==> config.mk <==
export PLATFORM = sky130hd
export DESIGN_NAME = tx_msg_driver
export DESIGN_NICKNAME = d
export VERILOG_FILES = /design/src/rtl/tx_msg_driver.sv
export SDC_FILE = /design/constraint.sdc
export NUM_CORES = 1
export LEC_CHECK = 0
export BUFFER_PORTS_ARGS = -buffer_cell sky130_fd_sc_hd__buf_2
export CAP_MARGIN = 20
export CORE_MARGIN = 2
export CORE_UTILIZATION = 35
export CTS_CLUSTER_DIAMETER = 150
export DETAILED_ROUTE_END_ITERATION = 6
export PLACE_DENSITY = 0.54
export SYNTH_ARGS = -nofsm -noshare
export SYNTH_HDL_FRONTEND = slang
export SYNTH_SLANG_ARGS = --single-unit
==> constraint.sdc <==
create_clock -name Enable -period 2.7 [get_ports Enable]
set_input_delay 0.135 -clock Enable [delete_from_list [all_inputs] [get_ports Enable]]
set_output_delay 0.135 -clock Enable [all_outputs]
set_load 0.005 [all_outputs]
==> src/rtl/tx_msg_driver.sv <==
// Message-buffer transmit driver: streams buffered characters to a UART one at a time,
// waiting for acceptance, re-issuing on timeout, with optional continuous looping.
module tx_msg_driver #(
    parameter  int unsigned DATA_W      = 8,
    parameter  int unsigned DEPTH       = 16,
    parameter  int unsigned ACK_TIMEOUT = 1024,
    localparam int unsigned AW          = $clog2(DEPTH),
    localparam int unsigned LW          = $clog2(DEPTH + 1)
) (
    input  logic              Enable,
    input  logic              Reset,
    input  logic              WrEn,
    input  logic [AW-1:0]     WrAddr,
    input  logic [DATA_W-1:0] WrData,
    input  logic              Start,
    input  logic [LW-1:0]     MsgLen,
    input  logic              Repeat,
    input  logic              Abort,
    input  logic              TxEmpty,
    output logic              XMitGo,
    output logic [DATA_W-1:0] TxData,
    output logic [AW-1:0]     Address,
    output logic              Busy,
    output logic              Done
);

    localparam int unsigned TW = $clog2(ACK_TIMEOUT + 1);

    typedef enum logic [1:0] {
        IDLE  = 2'd0,
        ISSUE = 2'd1,
        ACK   = 2'd2
    } state_e;

    state_e            state_q, state_d;
    logic [DATA_W-1:0] mem_q [DEPTH];
    logic [LW-1:0]     len_q, len_d;
    logic              rpt_q, rpt_d;
    logic [AW-1:0]     addr_q, addr_d;
    logic [DATA_W-1:0] txd_q, txd_d;
    logic              xmit_q, xmit_d;
    logic              busy_q, busy_d;
    logic              done_q, done_d;
    logic [TW-1:0]     tmo_q, tmo_d;
    logic              len_ok_c;
    logic              last_c;

    // Buffer survives reset and is frozen while a message is in flight.
    always_ff @(posedge Enable) begin
        if (WrEn && (state_q == IDLE)) begin
            mem_q[WrAddr] <= WrData;
        end
    end

    always_ff @(posedge Enable or posedge Reset) begin
        if (Reset) begin
            state_q <= IDLE;
            len_q   <= '0;
            rpt_q   <= 1'b0;
            addr_q  <= '0;
            txd_q   <= '0;
            xmit_q  <= 1'b0;
            busy_q  <= 1'b0;
            done_q  <= 1'b0;
            tmo_q   <= '0;
        end else begin
            state_q <= state_d;
            len_q   <= len_d;
            rpt_q   <= rpt_d;
            addr_q  <= addr_d;
            txd_q   <= txd_d;
            xmit_q  <= xmit_d;
            busy_q  <= busy_d;
            done_q  <= done_d;
            tmo_q   <= tmo_d;
        end
    end

    assign len_ok_c = (MsgLen != '0) && (MsgLen <= LW'(DEPTH));
    assign last_c   = (LW'(addr_q) == (len_q - LW'(1)));

    always_comb begin
        state_d = state_q;
        len_d   = len_q;
        rpt_d   = rpt_q;
        addr_d  = addr_q;
        txd_d   = txd_q;
        xmit_d  = 1'b0;
        busy_d  = busy_q;
        done_d  = 1'b0;
        tmo_d   = tmo_q;

        // Abort wins over everything, including completion on the same edge.
        if (Abort) begin
            state_d = IDLE;
            busy_d  = 1'b0;
            tmo_d   = '0;
        end else begin
            case (state_q)
                IDLE: begin
                    if (Start && len_ok_c) begin
                        len_d   = MsgLen;
                        rpt_d   = Repeat;
                        addr_d  = '0;
                        busy_d  = 1'b1;
                        state_d = ISSUE;
                    end
                end
                ISSUE: begin
                    if (TxEmpty) begin
                        xmit_d  = 1'b1;
                        txd_d   = mem_q[addr_q];
                        tmo_d   = '0;
                        state_d = ACK;
                    end
                end
                ACK: begin
                    if (!TxEmpty) begin
                        tmo_d = '0;
                        if (!last_c) begin
                            addr_d  = addr_q + AW'(1);
                            state_d = ISSUE;
                        end else if (rpt_q) begin
                            addr_d  = '0;
                            state_d = ISSUE;
                        end else begin
                            busy_d  = 1'b0;
                            done_d  = 1'b1;
                            state_d = IDLE;
                        end
                    end else if (tmo_q == TW'(ACK_TIMEOUT - 1)) begin
                        // UART never took the character: re-issue it.
                        tmo_d   = '0;
                        state_d = ISSUE;
                    end else begin
                        tmo_d = tmo_q + TW'(1);
                    end
                end
                default: begin
                    state_d = IDLE;
                    busy_d  = 1'b0;
                end
            endcase
        end
    end

    assign XMitGo  = xmit_q;
    assign TxData  = txd_q;
    assign Address = addr_q;
    assign Busy    = busy_q;
    assign Done    = done_q;

endmodule

==> results.md, run 1 <==
- Synth warn: 0
- Final hold violations: 0
- Final max-slew violation count: 0
- Period utilization: 0.840
- Reg clk slew, reported paths: 0.06 ns
- Global-route wire length before repair: 21.3 mm
- Number of global-route vias before repair: about 3700
- Final WL: 13.5 mm
- Via count: 3563
- Row cnt: 50
- Arrival @ worst endpoint: 2.57 ns
- Total clock sinks: 162
- Max-slew headroom: 0.489
- Post-route ant nets: 0
- Final setup viols: 0
- Leakage power: 0.00288 uW
- Synth Net Count: 388
- Status: finished, final reports clean
- Clock H-tree levels: 4
- Gr ovfl total: 0
- Post-synthesis cell area: 6770 sq um
- Crit-path max FO: 4
- Hold Path Origin: WrData[4]
- Hpwl dp: 8.92 mm
- CTS buffer count: 17
- Clk_lat worst skew: about 0.42 ns
- Ant diodes: 0
- Finished Cell Area: around 8100 sq um
- Max Cap Viol: 0
- Utilization after layout: 0.429
- Final worst clock skew: 0.00759 ns
- WHS: 0.0941 ns
- Post-route worst setup slack: 0.433 ns
- Post-DP Area: 7440 sq um
- Setup_tns: 0 ns
- CTS root buffer: clkbuf_16
- Avg Cell Area, Syn: between 15 and 20 sq um
- Initial antenna violation count: 0
- Die Wd: 143 microns
- Pin count of the biggest net entering global routing: 37
- Register area share after synthesis: 0.693
- Synth Instances: about 360
- PD cells: 734 nW/um^2
- Distinct cell type count after synthesis: 48
- Min cycle time layout: 2.27 ns
- I/O Buffers: 38
- Crit path from: len_q[0]$_DFFE_PP0P_
- Layout area overhead: 19.3%
- Top Ports: 39
- Share of cells above drive strength 1: 0.282
- Crit Path Category: register to register
- Final nets: ~470
- Full die area: 20500 sq um
- Worst slack at placement: 0.438 ns
- CTS max path bufs: 2
- Crit path launch type: register
- CORE AREA: 18800 sq um
- Total Routing Usage GR: 0.143
- Fmax achieved: around 0.44 GHz
- Hold-fix buffers at CTS: 7
- VDD IR max: between 0.3 and 0.4 mV
- TritonCTS clock tree: yes
- DIE HEIGHT: 143 microns
- Critical Path End Type: register
- Via/cell ratio: 5.01
- Slew @ Worst Pin: 0.767 ns
- Initial drt markers: 261
- Worst Path Required: 3.00 ns
- RSZ-0062 raised after global routing: no
- DRC viols: 0
- Synth Register Bits: ~160
- DR WL/cell: 18.9 microns
- Drt first pass iters: 4
- Initial Util: 0.360
- CTS resizes: 0
- Global placer's final weighted congestion: 0.736
- Type of the tightest min-delay check: input port to register
- Reg2Reg Launch Point: len_q[0]$_DFFE_PP0P_
- Postcts setup bufs: 0
## cell usage in the layout, fill, tap and decap left out, types with 5 or more instances in the layout
master | Yosys | final
o21ai_0 | 10 | 10
clkbuf_16 | 0 | 17
nand3_1 | 7 | 7
mux4_2 | 12 | 12
mux2_2 | 7 | 7
nand2b_1 | 6 | 6
buf_4 | 0 | 23
nand2_1 | 12 | 12
edfxtp_1 | 128 | 128
nor3_1 | 9 | 9
mux2_4 | 8 | 8
inv_6 | 0 | 5
dlygate4sd3_1 | 0 | 7
buf_2 | 1 | 38
mux4_1 | 28 | 28
dfrtp_1 | 34 | 33
nor2_1 | 25 | 25
inv_1 | 5 | 5
a21oi_1 | 7 | 7
## Yosys cell counts (all sizes together)
| cell type | n | share of area |
|---|---|---|
| nand4 | 3 | 0.0028 |
| o311a | 2 | 0.0030 |
| o22ai | 1 | 0.00092 |
| or2 | 1 | 0.00092 |
| nor2b | 2 | 0.0018 |
| a22o | 2 | 0.0026 |
| o211ai | 1 | 0.0018 |
| buf | 6 | 0.0096 |
| xnor2 | 4 | 0.0052 |
| mux2 | 15 | 0.029 |
| o21a | 1 | 0.0011 |
| ha | 3 | 0.0055 |
| or3 | 2 | 0.0018 |
| mux2i | 1 | 0.0015 |
| o21ai | 10 | 0.0074 |
| o31ai | 2 | 0.0022 |
| nand4b | 3 | 0.0039 |
| and4 | 2 | 0.0030 |
| and2 | 2 | 0.0018 |
| nor2 | 25 | 0.014 |
| o2bb2ai | 1 | 0.0013 |
| a211o | 1 | 0.0013 |
| a211oi | 1 | 0.0011 |
| o41ai | 1 | 0.0013 |
| inv | 6 | 0.0033 |
| clkbuf | 7 | 0.0039 |
| o311ai | 1 | 0.0024 |
| dfrtp | 34 | 0.13 |
| nand2 | 12 | 0.0066 |
| and3b | 1 | 0.0013 |
| xor2 | 4 | 0.0052 |
| nor3b | 4 | 0.0044 |
| a21oi | 7 | 0.0052 |
| mux4 | 40 | 0.15 |
| nor3 | 9 | 0.0066 |
| nor4 | 1 | 0.00092 |
| nand2b | 6 | 0.0055 |
| nand3 | 7 | 0.0052 |
| a2111o | 1 | 0.0017 |
| nand3b | 1 | 0.0011 |
| edfxtp | 128 | 0.57 |
## routing by layer
metal,GRT usage,vias up,routed length (microns)
li1,-,1628,-
met1,0.193,1840,6190
met2,0.225,82,6450
met3,0.0439,13,691
met4,0.0380,0,133
met5,0,-,0
## registers in the layout, summed over array words and instances (netlist names)
signal,flops
Address,4
Busy,1
Done,1
TxData,8
XMitGo,1
len_q,5
mem_q,128
rpt_q,1
state_q,2
tmo_q,11
## power breakdown
part           switching, uW  internal, uW
Clock                   1020          1300
Combinational            302           375
Sequential               111          2830
Total                   1430          4500
## worst max-delay path: stages (launching register included)
cell,delay (ns)
dfrtp_1,0.41
inv_1,0.07
ha_1,0.22
nand3b_1,0.13
a21oi_1,0.06
o311a_1,0.39
a211o_1,0.35
nand2_1,0.17
mux2_2,0.36
## final timing paths
kind,endpoint,slack [ns],depth (start not counted)
max in group asynchronous,tmo_q[10]$_DFFE_PP0P_,1.92,5
worst max register to register,Address[0]$_DFFE_PP0P_,0.43,8
worst min-delay path,mem_q[11][4]$_DFFE_PP_,0.09,1
min in group asynchronous,tmo_q[0]$_DFFE_PP0P_,0.22,3
worst max-delay path,Address[0]$_DFFE_PP0P_,0.43,8
worst min register to register,tmo_q[9]$_DFFE_PP0P_,0.50,1
## area by class of cell
type                    instances  area [sq um]
clock inverters                14           141
well taps                     260           325
inverters                       6          22.5
flip-flops and latches        162          4700
fillers                      1647         10800
clock buffers                  18           429
repair buffers                 71           500
multi-input cells             180          1970
## metrics by stage
| stage | total power, uW | cells |
|---|---|---|
| global route | 6190 | 711 |
| detailed placement | 3670 | 672 |
| floorplan | 3410 | 361 |
| global placement | 3650 | 671 |
| CTS | 6010 | 711 |
| finish | 5930 | 711 |
## cell families (layout without fill, tap and decap cells)
group / count (synthesis) / after routing / share of synthesized area
simple gates: 81 / 81 / 0.0617
mux: 56 / 56 / 0.179
xor+xnor: 8 / 8 / 0.0103
compound gates: 32 / 32 / 0.0332
fa+ha+maj: 3 / 3 / 0.00554
buf+inv: 19 / 109 / 0.0168
flops: 162 / 162 / 0.693
(Power assumes the default switching activity.)
==> run 2, diff against run 1 <==
Settings changed: PLACE_DENSITY 0.54 to 0.56.
Clock period 2.7 ns to 1.9 ns, I/O delays scaled along.
==> results.md, run 2 (synthesis results as in run 1) <==
- Status: finished, violations left
- Failing checks: setup timing
- DIE HEIGHT: 143 microns (unchanged)
- Psw: 2110 uW (+48%)
- Initial Util: 0.360 (unchanged)
- CTS root buffer: clkbuf_16
- Row cnt: 50 (unchanged)
- Critical Path End Type: register
- Total clock sinks: 162 (unchanged)
- Drt first pass iters: 4 (unchanged)
- Layer with the highest usage: met2
- Pint: 6570 uW (+46%)
- Met2 global-route usage: 0.233 (+0.00831)
- Largest reg by FF count: mem_q
- Top Ports: 39 (unchanged)
- Clock H-tree levels: 4 (unchanged)
- Global placer's final weighted congestion: 0.749 (+1.8%)
- Final nets: 490 (+5.4%)
- Type of the tightest min-delay check: input port to register
- Most common cell after layout, fill and taps aside: edfxtp_1
- Worst reg2reg path depth: 5 (-3)
- Hpwl dp: 9.43 mm (+5.7%)
- Final max-slew violation count: 0 (unchanged)
- Final WL: 15.0 mm (+11%)
- Pin count of the biggest net entering global routing: 36 (-2.7%)
- Layout area overhead: 23.6%
- Initial antenna violation count: 0 (unchanged)
- Most frequent cells in the layout: edfxtp_1, buf_2, buf_4
- Clock network power share: 0.382 (-0.008)
- Post-DP Area: 7610 sq um (+2.2%)
- Combinational share of power: 0.139 (+0.025)
- Leakage power: 0.00298 uW (+3.8%)
- Finished Cell Area: 8370 sq um (+3.6%)
- DR WL/cell: 20.4 microns (+7.6%)
- TritonCTS clock tree: yes
- Gr ovfl total: 0 (unchanged)
- Final hold violations: 0 (unchanged)
- Post-route worst setup slack: -0.199 ns (-0.633 ns)
- Reg power frac: 0.479 (-0.017)
- Crit-path max FO: 5 (+1)
- RSZ-0062 raised after global routing: yes
- Arrival @ worst endpoint: 2.41 ns (-0.16 ns)
- VDD IR max: 0.590 mV (+51%)
- I/O Buffers: 38 (unchanged)
- Worst Path Required: 2.21 ns (-0.79 ns)
- Die Wd: 143 microns (unchanged)
- Post-route ant nets: 0 (unchanged)
- Via/cell ratio: 5.10 (+1.7%)
- Via count: 3751 (+5.3%)
- Hold path depth: 1 (unchanged)
- Reg clk slew, reported paths: 0.07 ns (about the same)
- Fill cell count: 1639 (-0.49%)
- Total Routing Usage GR: 0.151 (+0.00816)
- Slew @ Worst Pin: 0.486 ns (-0.281 ns)
- Worst slack at placement: -0.185 ns (-0.623 ns)
- Number of flip-flops in the largest register: 128 (unchanged)
- Number of global-route vias before repair: 3804 (+2.6%)
- Power consumption: 8680 uW (+46%)
- Max-slew headroom: 0.676 (+0.187)
- CTS max path bufs: 2 (unchanged)
- GR Util met1: 0.216 (+0.0226)
- DRC viols: 0 (unchanged)
- Final worst clock skew: 0.0102 ns (+0.00257 ns)
- Fmax achieved: 0.476 GHz (+8.0%)
- Share of cells above drive strength 1: 0.387 (+0.105)
- Setup_tns: -1.91 ns (-1.91 ns)
- Clk_lat worst skew: 0.42 ns (about the same)
- Full die area: 20500 sq um (unchanged)
- Min cycle time layout: 2.10 ns (-0.167 ns)
- Max Cap Viol: 0 (unchanged)
- CORE AREA: 18800 sq um (unchanged)
- Crit path launch type: register
- Ant diodes: 0 (unchanged)
- Global-route wire length before repair: 22.2 mm (+4.5%)
- CTS buffer count: 17 (unchanged)
- GR Util met3: 0.0389 (-0.00503)
- Crit Path Category: register to register
- Initial drt markers: 283 (+8.4%)
- Sw Ratio: 0.243 (+0.00247)
- PD cells: 1040 nW/um^2 (+41%)
- Final setup viols: 12 (+12)
- Period utilization: 1.10 (+0.265)
## run 2: cell count changes in the layout (fill, tap and decap cells not counted), moves of 3 or more
cell / before / now
nor2_1: 25 / 22
nor2_2: 0 / 3
buf_4: 23 / 37
buf_12: 2 / 8
mux4_1: 28 / 8
mux4_2: 12 / 32
buf_6: 0 / 4
## run 2: power groups by stage
stage	sequential, uW	clock [uW]	combinational, uW
floorplan	4200	0	662
global placement	4220	0	1070
detailed placement	4220	0	1090
CTS	4150	3370	1110
global route	4180	3500	1320
finish	4160	3310	1210
## run 2: path summary, 6_finish.rpt
path | end | slack, ns | startpoint
max in group asynchronous | Address[0]$_DFFE_PP0P_ | 1.21 | Reset
setup / recovery | TxData[0]$_DFFE_PP0P_ | -0.20 | Address[0]$_DFFE_PP0P_
min in group asynchronous | tmo_q[2]$_DFFE_PP0P_ | 0.33 | Reset
setup reg to reg | TxData[0]$_DFFE_PP0P_ | -0.20 | Address[0]$_DFFE_PP0P_
hold / removal | mem_q[3][0]$_DFFE_PP_ | 0.06 | WrData[0]
hold reg to reg | TxData[1]$_DFFE_PP0P_ | 0.52 | TxData[1]$_DFFE_PP0P_
## run 2: through the flow
stage,utilization,cells,hold WS [ns]
finish,0.445,736,0.0574
global route,0.445,736,0.0591
CTS,0.438,725,0.0451
detailed placement,0.404,686,0.254
global placement,0.404,686,0.252
floorplan,-,361,0.194
## run 2: cell type report
cell class | instances | area [sq um] | share of cell area
clock inverter | 13 | 141 | 0.0169
timing repair buffer | 96 | 793 | 0.0947
inverter | 6 | 22.5 | 0.00269
clock buffer | 19 | 433 | 0.0517
multi-input combinational | 180 | 1960 | 0.234
tap | 260 | 325 | 0.0388
sequential | 162 | 4700 | 0.561
## run 2: timing repair
item | CTS | global route
setup endpoints to repair | 12 | 28
cloned | 0 | 3
setup buffers | 0 | 8
pin swaps | 0 | 3
resized for setup | 4 | 25
hold buffers | 7 | 0
hold endpoints to repair | 40 | 0
## run 2: metal layers
layer  share of wire  vias to the layer above
li1                -                     1665
met1            0.46                     1975
met2            0.48                      105
met3           0.054                        6
met4          0.0057                        0
met5               0                        -
## run 2: worst max-delay path: stages (launching register included)
cell	delay, ns
dfrtp_2	0.46
buf_4	0.16
clkbuf_16	0.14
mux4_2	0.49
mux4_2	0.49
mux2_4	0.27
